`config.mk`:
```
export PLATFORM = sky130hd
export DESIGN_NAME = stark_mem_dispatch_flat
export DESIGN_NICKNAME = d
export VERILOG_FILES = /design/src/rtl/stark_mem_dispatch_pkg.sv /design/src/rtl/stark_mem_dispatch_if.sv /design/src/rtl/stark_mem_dispatch_fifo.sv /design/src/rtl/stark_mem_dispatch.sv /design/src/flat_wrapper.sv
export SDC_FILE = /design/constraint.sdc
export NUM_CORES = 1
export LEC_CHECK = 0
export CORE_MARGIN = 2
export CORE_UTILIZATION = 40
export DETAILED_ROUTE_END_ITERATION = 6
export PLACE_DENSITY_LB_ADDON = 0.12
export SYNTH_ARGS = -nofsm -noshare
export SYNTH_HDL_FRONTEND = slang
export SYNTH_HIERARCHICAL = 1
export SYNTH_SLANG_ARGS = --single-unit
export TNS_END_PERCENT = 1
```
`constraint.sdc`:
```
create_clock -name clk -period 5.46 [get_ports clk]
set_input_delay 1.092 -clock clk [delete_from_list [all_inputs] [get_ports clk]]
set_output_delay 1.092 -clock clk [all_outputs]
set_load 0.02 [all_outputs]
```
`src/rtl/stark_mem_dispatch_pkg.sv`:
```
// Shared types and default sizing for the memory dispatch stage that sits between the scheduler and the data-cache ports.
package stark_mem_dispatch_pkg;

  localparam int NDATA_PORTS      = 2;
  localparam int MEM_DISP_QDEPTH  = 4;
  localparam int MEM_DISP_MAX_OUT = 4;
  localparam int ROB_ENTRIES      = 32;
  localparam int LSQ_ENTRIES      = 16;

  typedef logic [$clog2(ROB_ENTRIES)-1:0] rob_ndx_t;
  typedef logic [ROB_ENTRIES-1:0]         rob_bitmask_t;
  typedef logic [$clog2(LSQ_ENTRIES)-1:0] lsq_ndx_t;
  typedef logic [31:0]                    physical_address_t;
  typedef logic [63:0]                    mem_data_t;

  typedef enum logic [1:0] {
    SZ_BYTE  = 2'd0,
    SZ_HALF  = 2'd1,
    SZ_WORD  = 2'd2,
    SZ_DWORD = 2'd3
  } mem_size_e;

  typedef struct packed {
    lsq_ndx_t          lsq_ndx;
    rob_ndx_t          rndx;
    physical_address_t adr;
    mem_data_t         data;
    mem_size_e         size;
    logic              store;
  } mem_req_t;

  function automatic logic is_stomped(input rob_bitmask_t mask, input rob_ndx_t ndx);
    return mask[ndx];
  endfunction

endpackage

```
`src/rtl/stark_mem_dispatch_if.sv`:
```
// Scheduler/cache-side bundle of the dispatch stage; slave is the dispatch block, master is its environment.
interface stark_mem_dispatch_if #(
  parameter int NPORTS = stark_mem_dispatch_pkg::NDATA_PORTS
);
  logic [NPORTS-1:0]                                sel_v;
  stark_mem_dispatch_pkg::mem_req_t [NPORTS-1:0]    sel_req;
  stark_mem_dispatch_pkg::rob_bitmask_t             robentry_stomp;
  logic [NPORTS-1:0]                                dc_req_v;
  stark_mem_dispatch_pkg::mem_req_t [NPORTS-1:0]    dc_req;
  logic [NPORTS-1:0]                                dc_req_rdy;
  logic [NPORTS-1:0]                                dc_resp_v;
  logic [NPORTS-1:0]                                stall_o;
  logic [NPORTS-1:0]                                drop_v;
  stark_mem_dispatch_pkg::rob_ndx_t [NPORTS-1:0]    drop_rndx;
  logic                                             ovf_o;

  modport master (
    output sel_v, sel_req, robentry_stomp, dc_req_rdy, dc_resp_v,
    input  dc_req_v, dc_req, stall_o, drop_v, drop_rndx, ovf_o
  );

  modport slave (
    input  sel_v, sel_req, robentry_stomp, dc_req_rdy, dc_resp_v,
    output dc_req_v, dc_req, stall_o, drop_v, drop_rndx, ovf_o
  );
endinterface

```
`src/rtl/stark_mem_dispatch_fifo.sv`:
```
// One port's queue: kill-tagged FIFO, stomp scan, drop of killed heads, count and registered stall.
// STARK_MEM_DISPATCH_BYPASS_EN lets a selection into an empty queue present to the cache in the same cycle.
module stark_mem_dispatch_fifo
  import stark_mem_dispatch_pkg::*;
#(
  parameter int QDEPTH = MEM_DISP_QDEPTH
) (
  input  logic         clk,
  input  logic         rst,
  input  logic         i_sel_v,
  input  mem_req_t     i_sel_req,
  input  rob_bitmask_t i_stomp,
  input  logic         i_cnt_ok,
  input  logic         i_dc_rdy,
  output logic         o_dc_req_v,
  output mem_req_t     o_dc_req,
  output logic         o_hs,
  output logic         o_stall,
  output logic         o_drop_v,
  output rob_ndx_t     o_drop_rndx,
  output logic         o_ovf
);

  localparam int PW = (QDEPTH > 1) ? $clog2(QDEPTH) : 1;
  localparam int CW = $clog2(QDEPTH + 1);
  localparam logic [CW-1:0] FULL_CNT  = CW'(QDEPTH);
  localparam logic [CW-1:0] STALL_CNT = CW'(QDEPTH - 1);

  mem_req_t          r_mem [QDEPTH];
  logic [QDEPTH-1:0] r_kill;
  logic [PW-1:0]     r_head;
  logic [PW-1:0]     r_tail;
  logic [CW-1:0]     r_count;
  logic              r_stall;

  mem_req_t      w_head;
  logic          w_hvld;
  logic          w_full;
  logic          w_drop;
  logic          w_fifo_req_v;
  logic          w_byp;
  logic          w_push;
  logic          w_pop;
  logic [CW-1:0] w_count_n;

  assign w_head = r_mem[r_head];
  assign w_hvld = (r_count != '0);
  assign w_full = (r_count == FULL_CNT);
  assign w_drop = w_hvld & r_kill[r_head];

  // A stomp landing on the presented head withdraws it immediately; the kill bit retires it next cycle.
  assign w_fifo_req_v = w_hvld & ~r_kill[r_head] & i_cnt_ok & ~is_stomped(i_stomp, w_head.rndx);

`ifdef STARK_MEM_DISPATCH_BYPASS_EN
  assign w_byp = ~w_hvld & i_sel_v & i_cnt_ok & ~is_stomped(i_stomp, i_sel_req.rndx);
`else
  assign w_byp = 1'b0;
`endif

  assign o_dc_req_v = w_fifo_req_v | w_byp;
  assign o_dc_req   = w_byp ? i_sel_req : (w_fifo_req_v ? w_head : '0);
  assign o_hs       = o_dc_req_v & i_dc_rdy;

  assign w_pop     = (w_fifo_req_v & i_dc_rdy) | w_drop;
  assign w_push    = i_sel_v & ~w_full & ~(w_byp & i_dc_rdy);
  assign w_count_n = r_count + CW'(w_push) - CW'(w_pop);

  assign o_ovf       = i_sel_v & w_full;
  assign o_drop_v    = w_drop;
  assign o_drop_rndx = w_drop ? w_head.rndx : '0;
  assign o_stall     = r_stall;

  always_ff @(posedge clk) begin
    if (rst) begin
      r_head  <= '0;
      r_tail  <= '0;
      r_count <= '0;
      r_stall <= 1'b0;
      r_kill  <= '0;
    end else begin
      for (int i = 0; i < QDEPTH; i++) begin
        if (is_stomped(i_stomp, r_mem[i].rndx)) r_kill[i] <= 1'b1;
      end
      if (w_push) begin
        r_mem[r_tail]  <= i_sel_req;
        r_kill[r_tail] <= is_stomped(i_stomp, i_sel_req.rndx);
        r_tail         <= r_tail + PW'(1);
      end
      if (w_pop) r_head <= r_head + PW'(1);
      r_count <= w_count_n;
      r_stall <= (w_count_n >= STALL_CNT);
    end
  end

endmodule

```
`src/rtl/stark_mem_dispatch.sv`:
```
// Per-port buffering between memory scheduler and data-cache ports, with outstanding-request limit and sticky overflow.
// Optional STARK_MEM_DISPATCH_BYPASS_EN: zero-latency presentation of selections that hit an empty queue.
module stark_mem_dispatch
  import stark_mem_dispatch_pkg::*;
#(
  parameter int NPORTS  = NDATA_PORTS,
  parameter int QDEPTH  = MEM_DISP_QDEPTH,
  parameter int MAX_OUT = MEM_DISP_MAX_OUT
) (
  input logic                 clk,
  input logic                 rst,
  stark_mem_dispatch_if.slave bus
);

  localparam int OW = $clog2(MAX_OUT + 1);

  logic [OW-1:0] r_out_cnt [NPORTS];
  logic          r_ovf;

  logic     [NPORTS-1:0] w_cnt_ok;
  logic     [NPORTS-1:0] w_hs;
  logic     [NPORTS-1:0] w_dec;
  logic     [NPORTS-1:0] w_resp_ovf;
  logic     [NPORTS-1:0] w_fifo_ovf;
  logic     [NPORTS-1:0] w_dc_req_v;
  mem_req_t [NPORTS-1:0] w_dc_req;
  logic     [NPORTS-1:0] w_stall;
  logic     [NPORTS-1:0] w_drop_v;
  rob_ndx_t [NPORTS-1:0] w_drop_rndx;

  always_comb begin
    w_cnt_ok   = '0;
    w_dec      = '0;
    w_resp_ovf = '0;
    for (int p = 0; p < NPORTS; p++) begin
      w_cnt_ok[p]   = (r_out_cnt[p] < OW'(MAX_OUT));
      w_dec[p]      = bus.dc_resp_v[p] & (r_out_cnt[p] != '0);
      w_resp_ovf[p] = bus.dc_resp_v[p] & (r_out_cnt[p] == '0);
    end
  end

  for (genvar p = 0; p < NPORTS; p++) begin : g_port
    stark_mem_dispatch_fifo #(
      .QDEPTH (QDEPTH)
    ) u_fifo (
      .clk         (clk),
      .rst         (rst),
      .i_sel_v     (bus.sel_v[p]),
      .i_sel_req   (bus.sel_req[p]),
      .i_stomp     (bus.robentry_stomp),
      .i_cnt_ok    (w_cnt_ok[p]),
      .i_dc_rdy    (bus.dc_req_rdy[p]),
      .o_dc_req_v  (w_dc_req_v[p]),
      .o_dc_req    (w_dc_req[p]),
      .o_hs        (w_hs[p]),
      .o_stall     (w_stall[p]),
      .o_drop_v    (w_drop_v[p]),
      .o_drop_rndx (w_drop_rndx[p]),
      .o_ovf       (w_fifo_ovf[p])
    );
  end

  // Handshake and response in the same cycle cancel; a response with nothing outstanding is ignored.
  always_ff @(posedge clk) begin
    if (rst) begin
      for (int p = 0; p < NPORTS; p++) r_out_cnt[p] <= '0;
      r_ovf <= 1'b0;
    end else begin
      for (int p = 0; p < NPORTS; p++) begin
        if (w_hs[p] && !w_dec[p])      r_out_cnt[p] <= r_out_cnt[p] + OW'(1);
        else if (!w_hs[p] && w_dec[p]) r_out_cnt[p] <= r_out_cnt[p] - OW'(1);
      end
      if ((|w_fifo_ovf) || (|w_resp_ovf)) r_ovf <= 1'b1;
    end
  end

  assign bus.dc_req_v  = w_dc_req_v;
  assign bus.dc_req    = w_dc_req;
  assign bus.stall_o   = w_stall;
  assign bus.drop_v    = w_drop_v;
  assign bus.drop_rndx = w_drop_rndx;
  assign bus.ovf_o     = r_ovf;

endmodule
```
`src/flat_wrapper.sv`:
```
// flat-port wrapper written by rule: the top's interface ports become plain ports
module stark_mem_dispatch_flat import stark_mem_dispatch_pkg::*;
#(
  parameter int NPORTS  = NDATA_PORTS,
  parameter int QDEPTH  = MEM_DISP_QDEPTH,
  parameter int MAX_OUT = MEM_DISP_MAX_OUT
)
  (clk, rst, bus_sel_v, bus_sel_req, bus_robentry_stomp, bus_dc_req_rdy, bus_dc_resp_v, bus_dc_req_v, bus_dc_req, bus_stall_o, bus_drop_v, bus_drop_rndx, bus_ovf_o);
  stark_mem_dispatch_if #(.NPORTS(NPORTS)) bus_i ();
  input logic clk;
  input logic rst;
  input wire logic [$bits(bus_i.sel_v)-1:0] bus_sel_v;
  input wire logic [$bits(bus_i.sel_req)-1:0] bus_sel_req;
  input wire logic [$bits(bus_i.robentry_stomp)-1:0] bus_robentry_stomp;
  input wire logic [$bits(bus_i.dc_req_rdy)-1:0] bus_dc_req_rdy;
  input wire logic [$bits(bus_i.dc_resp_v)-1:0] bus_dc_resp_v;
  output wire logic [$bits(bus_i.dc_req_v)-1:0] bus_dc_req_v;
  output wire logic [$bits(bus_i.dc_req)-1:0] bus_dc_req;
  output wire logic [$bits(bus_i.stall_o)-1:0] bus_stall_o;
  output wire logic [$bits(bus_i.drop_v)-1:0] bus_drop_v;
  output wire logic [$bits(bus_i.drop_rndx)-1:0] bus_drop_rndx;
  output wire logic [$bits(bus_i.ovf_o)-1:0] bus_ovf_o;
  assign bus_i.sel_v = bus_sel_v;
  assign bus_i.sel_req = bus_sel_req;
  assign bus_i.robentry_stomp = bus_robentry_stomp;
  assign bus_i.dc_req_rdy = bus_dc_req_rdy;
  assign bus_i.dc_resp_v = bus_dc_resp_v;
  assign bus_dc_req_v = bus_i.dc_req_v;
  assign bus_dc_req = bus_i.dc_req;
  assign bus_stall_o = bus_i.stall_o;
  assign bus_drop_v = bus_i.drop_v;
  assign bus_drop_rndx = bus_i.drop_rndx;
  assign bus_ovf_o = bus_i.ovf_o;
  stark_mem_dispatch #(.NPORTS(NPORTS), .QDEPTH(QDEPTH), .MAX_OUT(MAX_OUT)) u_core (.clk(clk), .rst(rst), .bus(bus_i));
endmodule
```
# Word level (Yosys, flattened, before mapping)
# Memory sizes are Yosys's and may differ from the RTL's. A register that Yosys moved wholly into a read port is not among the register bits.
# Cells that the tools add are included.
word_totals:
  register_bits: 25
  ramBits: 870
  in_bits: 256
  output_inout_bits: 233
  wordCells: 185
  memories: 3
mem_list:
  columns: ["memory", "words", "word_bits", "rd", "rd_ports_with_merged_regs", "wr", "line", "source"]
  rows:
  - ["u_core.g_port[0].u_fifo.r_mem", 4, 108, 5, 1, 1, "stark_mem_dispatch_fifo.sv:29", "mem_req_t r_mem [QDEPTH];"]
  - ["u_core.g_port[1].u_fifo.r_mem", 4, 108, 5, 1, 1, "stark_mem_dispatch_fifo.sv:29", null]
  - ["u_core.r_out_cnt", 2, 3, 2, 0, 2, "stark_mem_dispatch.sv:17", "logic [OW-1:0] r_out_cnt [NPORTS];"]
op_classes:
  addsub: 12
  magnitude_cmp: 22
  eq_ne: 2
  muxes: 86
  bitwise: 30
  reduce_logical: 19
ops:
  columns: ["operator", "n"]
  rows:
  - ["$mux 108", 2]
  - ["$lt 5x6->1 const B", 12]
  - ["$bmux 1 s5", 12]
  - ["$mux 1", 54]
  - ["$and 1x1->1", 18]
  - ["$lt 2x3->1 const B", 4]
  - ["$mux 3", 4]
  - ["$reduce_bool 3->1", 4]
  - ["$mux 5", 2]
  - ["$add 2x1->2 const B", 4]
  - ["$bwmux 4", 2]
  - ["$mux 2", 4]
  - ["$mux 4", 2]
  - ["$add 3x1->3", 2]
  - ["$add 3x1->3 const B", 2]
  - ["$eq 3x3->1 const B", 2]
  - ["$ge 3x2->1 const B", 2]
  - ["$logic_and 1x1->1", 6]
  - ["$logic_not 3->1", 2]
  - ["$lt 3x3->1 const B", 2]
  - ["$not 1->1", 6]
  - ["$or 1x1->1", 6]
  - ["$sub 3x1->3", 2]
  - ["$sub 3x1->3 const B", 2]
  - ["other kinds (6)", 13]

# Depth between registers and ports, before layout
logic_depth:
  word_depth: 14
  ltp_mapped: 19
  mapped_depth_nobuf: 15

# By module
# Netlist, hierarchy kept.
by_module_without_submodules:
  columns: ["mod", "n_inst", "cells_per_inst", "area_per_inst_um2", "seq_area_each_um2"]
  rows:
  - ["stark_mem_dispatch_fifo (u_core.g_port[0].u_fifo)", 1, 876, 18582.8, 13252.7]
  - ["stark_mem_dispatch_fifo (u_core.g_port[1].u_fifo)", 1, 871, 18564.1, 13252.7]
  - ["stark_mem_dispatch", 1, 48, 501.7, 200.2]

# Least setup slack after synthesis
# No wires, ideal clock.
synth_path:
  kind: "input-to-reg"
  startpoint: "input port bus_sel_v[1]"
  endpoint: "memory u_core/g_port[1].u_fifo/r_mem[0][0] (netlist bit), enable pin"
  setup_time_ns: 0.480
  arrival_ns: 4.196
  required_time_ns: 4.980
  setup_slack_ns: 0.784
  cell_stages: 5
  path_buffers: 1
  cell_sequence: "and2_1 > clkbuf_1 > inv_1 > nor2_1 > and2_1"
synth_between:
  elab_chain_cells: 4
synth_rtl:
  columns: ["item", "line", "source"]
  rows:
  - ["from (decl)", "flat_wrapper.sv:12", "input wire logic [$bits(bus_i.sel_v)-1:0] bus_sel_v;"]
  - ["$and 1x1->1", "stark_mem_dispatch_fifo.sv:65", "assign w_push = i_sel_v & ~w_full & ~(w_byp & i_dc_rdy);"]
  - ["$mux 1", "stark_mem_dispatch_fifo.sv:84", "if (w_push) begin"]
  - ["$mux 1", "stark_mem_dispatch_fifo.sv:74", "if (rst) begin"]
  - ["$mux 1 (implied by the code)", "stark_mem_dispatch_fifo.sv:85", "r_mem[r_tail] <= i_sel_req;"]
  - ["to (decl)", "stark_mem_dispatch_fifo.sv:29", null]
# Every way passes these cells.

==> results.py <==
metrics = {
    "cts": {
        "hold_buffers": 0,
        "clock_latency_ns": 0.65,
        "h-tree-depth": 3,
        "numCtsBuffers": 95,
        "cts_max_path_buffers": 3,
        "cts.clk_slew.worst_paths_ns": 0.06,
        "clock-sinks": 899,
        "tritoncts": "yes",
        "cts-root-buf": "clkbuf_16",
    },
    "global_route": {
        "antenna_found_initial": 9,
        "grt-ovfl-total": 0,
        "first_global_vias": 21200,
        "grt_usage_pct": 19.1,
        "grt_pass1_wl_um": 139000,
        "grt_max_degree": 113,
    },
    "yosys": {
        "ys.flop_type": "edfxtp_1",
        "synthCells": 1795,
        "yosys_warnings": 6,
        "netlist_area_sq_mm": 0.0376,
        "mappedNetlistNets": 2068,
        "ys_async_sr_fraction_pct": 0,
        "synthTopCellsByArea": "edfxtp_1, mux4_2, nor2b_1, and3_1, dfxtp_1",
        "synth_seq_cells": 899,
        "synth_top_area_share_pct": 69.4,
        "synth_edf_count": 870,
        "avgSynthCellArea_sq_um": 21.0,
        "synth-seq-area-share_pct": 70.9,
        "synth_top_area_cell": "edfxtp_1",
        "synthDistinctLibCells": 59,
    },
    "placed_design": {
        "dp_hpwl_um": 60200,
        "placed_cell_area_sq_mm": 0.0444,
        "gp_congestion": 0.815,
        "numPortBuffers": 488,
    },
    "worst_setup_path": {
        "critPathLaunchType": "flop",
        "reg2reg_depth": 16,
        "cp.required_ns": 4.37,
        "critPathMaxStageDelay_ns": 0.66,
        "arrival_ns": 4.17,
        "critPathMaxFanout": 112,
        "crit_slowest_cell": "mux4_2",
        "end_kind": "output pin",
        "crit_top_cell": "mux4_2",
        "cp_cell_sequence": "mux4_2 -> mux2i_1 -> a22oi_1 -> nand2_1 -> mux4_2 -> buf_12 -> and3_1 -> clkdlybuf4s50_1",
        "path_class": "flop to output pin",
    },
    "worst_hold_path": {
        "min_path_type": "flop to flop",
        "whs_path_depth": 2,
    },
    "sta": {
        "drv_slew": 0,
        "grt_setup_unrepaired": "no",
        "clock.fmax_ghz": 0.190,
        "worst_pin_slew_ns": 1.05,
        "maxSlewHeadroom_pct": 30.2,
        "setup_viol": 0,
        "final.min_clock_period_ns": 5.26,
        "hold_viol_final": 0,
        "period_share_pct": 96.3,
        "finalSetupTns_ns": 0,
        "worst_clock_skew_ns": 0.0145,
    },
    "floorplanning": {
        "ioPinCount": 489,
        "die_x_um": 311,
        "die_h_um": 311,
        "initial_core_util_pct": 40.3,
        "design.core.area_sq_mm": 0.0933,
        "rows": 112,
        "dieArea_sq_mm": 0.0966,
    },
    "cells_and_area": {
        "syn2layout_area_growth_pct": 26.4,
        "drive_gt1_share_pct": 23.7,
        "layout_common_cells": "edfxtp_1, clkdlybuf4s50_1, mux4_2, nor2b_1, and3_1",
        "fillers": 7621,
        "nets": 2640,
        "final_common_cell": "edfxtp_1",
        "stdcell_area_sq_mm": 0.0476,
    },
    "routing": {
        "routedWlPerCell_um": 25.0,
        "drt_iter0_drc": 1425,
        "ant_nets": 0,
        "via_count": 19800,
        "drt-total-wl_um": 92500,
        "drcViolationCount": 0,
        "viasPerCell": 5.35,
        "first_pass_iters": 5,
    },
    "power": {
        "power_mw": 20.8,
        "leakage_nw": 15.4,
        "p_per_area_mw_per_mm2": 438,
        "peakVddDrop_mv": 0.379,
    },
    "flow_run": {
        "maxCapViolations": 0,
    },
    "run_status": {
        "status": "completed",
    },
}
[path summary, 6_finish.rpt]
| check | startpoint | end | slack [ns] |
|---|---|---|---|
| hold reg to reg | u_core/g_port[1].u_fifo/r_tail[1] | u_core/g_port[1].u_fifo/r_tail[1] | 0.52 |
| setup reg to reg | u_core/g_port[1].u_fifo/r_mem[2][101] | u_core/g_port[1].u_fifo/o_stall | 1.01 |
| setup / recovery | flop | bus_dc_req[52] | 0.20 |
| hold / removal | u_core/g_port[1].u_fifo/r_tail[1] | u_core/g_port[1].u_fifo/r_tail[1] | 0.52 |
[layer usage]
layer	vias to the layer above	share of wire (%)	GRT usage, %
li1	8671	-	-
met1	10400	39	24.0
met2	585	53	33.5
met3	117	6.0	4.15
met4	10	1.9	5.24
met5	-	0.075	0
[cell usage after synthesis, types with 13 or more instances]
| cell type | instances |
|---|---|
| clkbuf_1 | 85 |
| inv_1 | 18 |
| a22oi_1 | 14 |
| and2_1 | 26 |
| a21oi_1 | 13 |
| ha_1 | 14 |
| and3_1 | 110 |
| nor2b_1 | 117 |
| edfxtp_1 | 870 |
| dfxtp_1 | 29 |
| mux2i_1 | 41 |
| nand2_1 | 13 |
| nor2_1 | 22 |
| mux4_2 | 319 |
[what timing repair did]
item,in CTS,in global routing
gates resized for setup,1,0
endpoints found under the setup margin,1,64
setup buffers,0,21
[worst max-delay path: cells and delay by family, from the launching register on]
| family | cells | cell delay, ns |
|---|---|---|
| AO/OA/AOI/OAI | 1 | 0.28 |
| buffers and inverters | 2 | 0.74 |
| flip-flops | 1 | 0.57 |
| multiplexers | 3 | 1.38 |
| AND/OR/NAND/NOR | 2 | 0.38 |
[sequential cells by signal, indices dropped and copies added, names as in the netlist, named ones only]
name                          flops
u_core/g_port.u_fifo/r_tail       4
u_core/bus.ovf_o                  1
u_core/g_port.u_fifo/r_count      6
u_core/g_port.u_fifo/r_kill       8
u_core/r_out_cnt                  6
u_core/g_port.u_fifo/o_stall      2
u_core/g_port.u_fifo/r_mem      864
u_core/g_port.u_fifo/r_head       4
[where the power goes]
group          switching, mW  internal (mW)  total (mW)
Sequential             0.216           8.06        8.28
Combinational           3.31           3.05        6.36
Clock                   2.52           3.67        6.19
[layout make-up]
cell class                 count  area, sq um  share of cell area, %
multi-input combinational    764        10400                   21.8
clock inverter                46          464                  0.976
sequential                   899        26700                   56.2
antenna                        3         7.51                 0.0158
inverter                      19         71.3                  0.150
tap                         1254         1570                   3.30
timing repair buffer         588         5850                   12.3
clock buffer                 122         2520                   5.30
[per-stage QoR]
step	hold slack [ns]	setup slack [ns]	utilization, %	std cells
after floorplan	0.469	0.784	-	1795
after global placement	0.484	0.525	47.6	3503
after detailed placement	0.504	0.481	47.6	3503
after CTS	0.512	0.0210	50.8	3671
after global routing	0.552	0.0389	51.0	3695
final	0.517	0.200	51.0	3695
[cell families after synthesis]
kind of cell,share of synthesized area (%)
adders and majority gates,0.625
buffers and inverters,1.58
xor gates and xnor gates,0.253
AOI/OAI and AO/OA,1.36
muxes,20.3
and+or+nand+nor,4.99
DFF,70.9
Power figures use the tool's default switching activity.
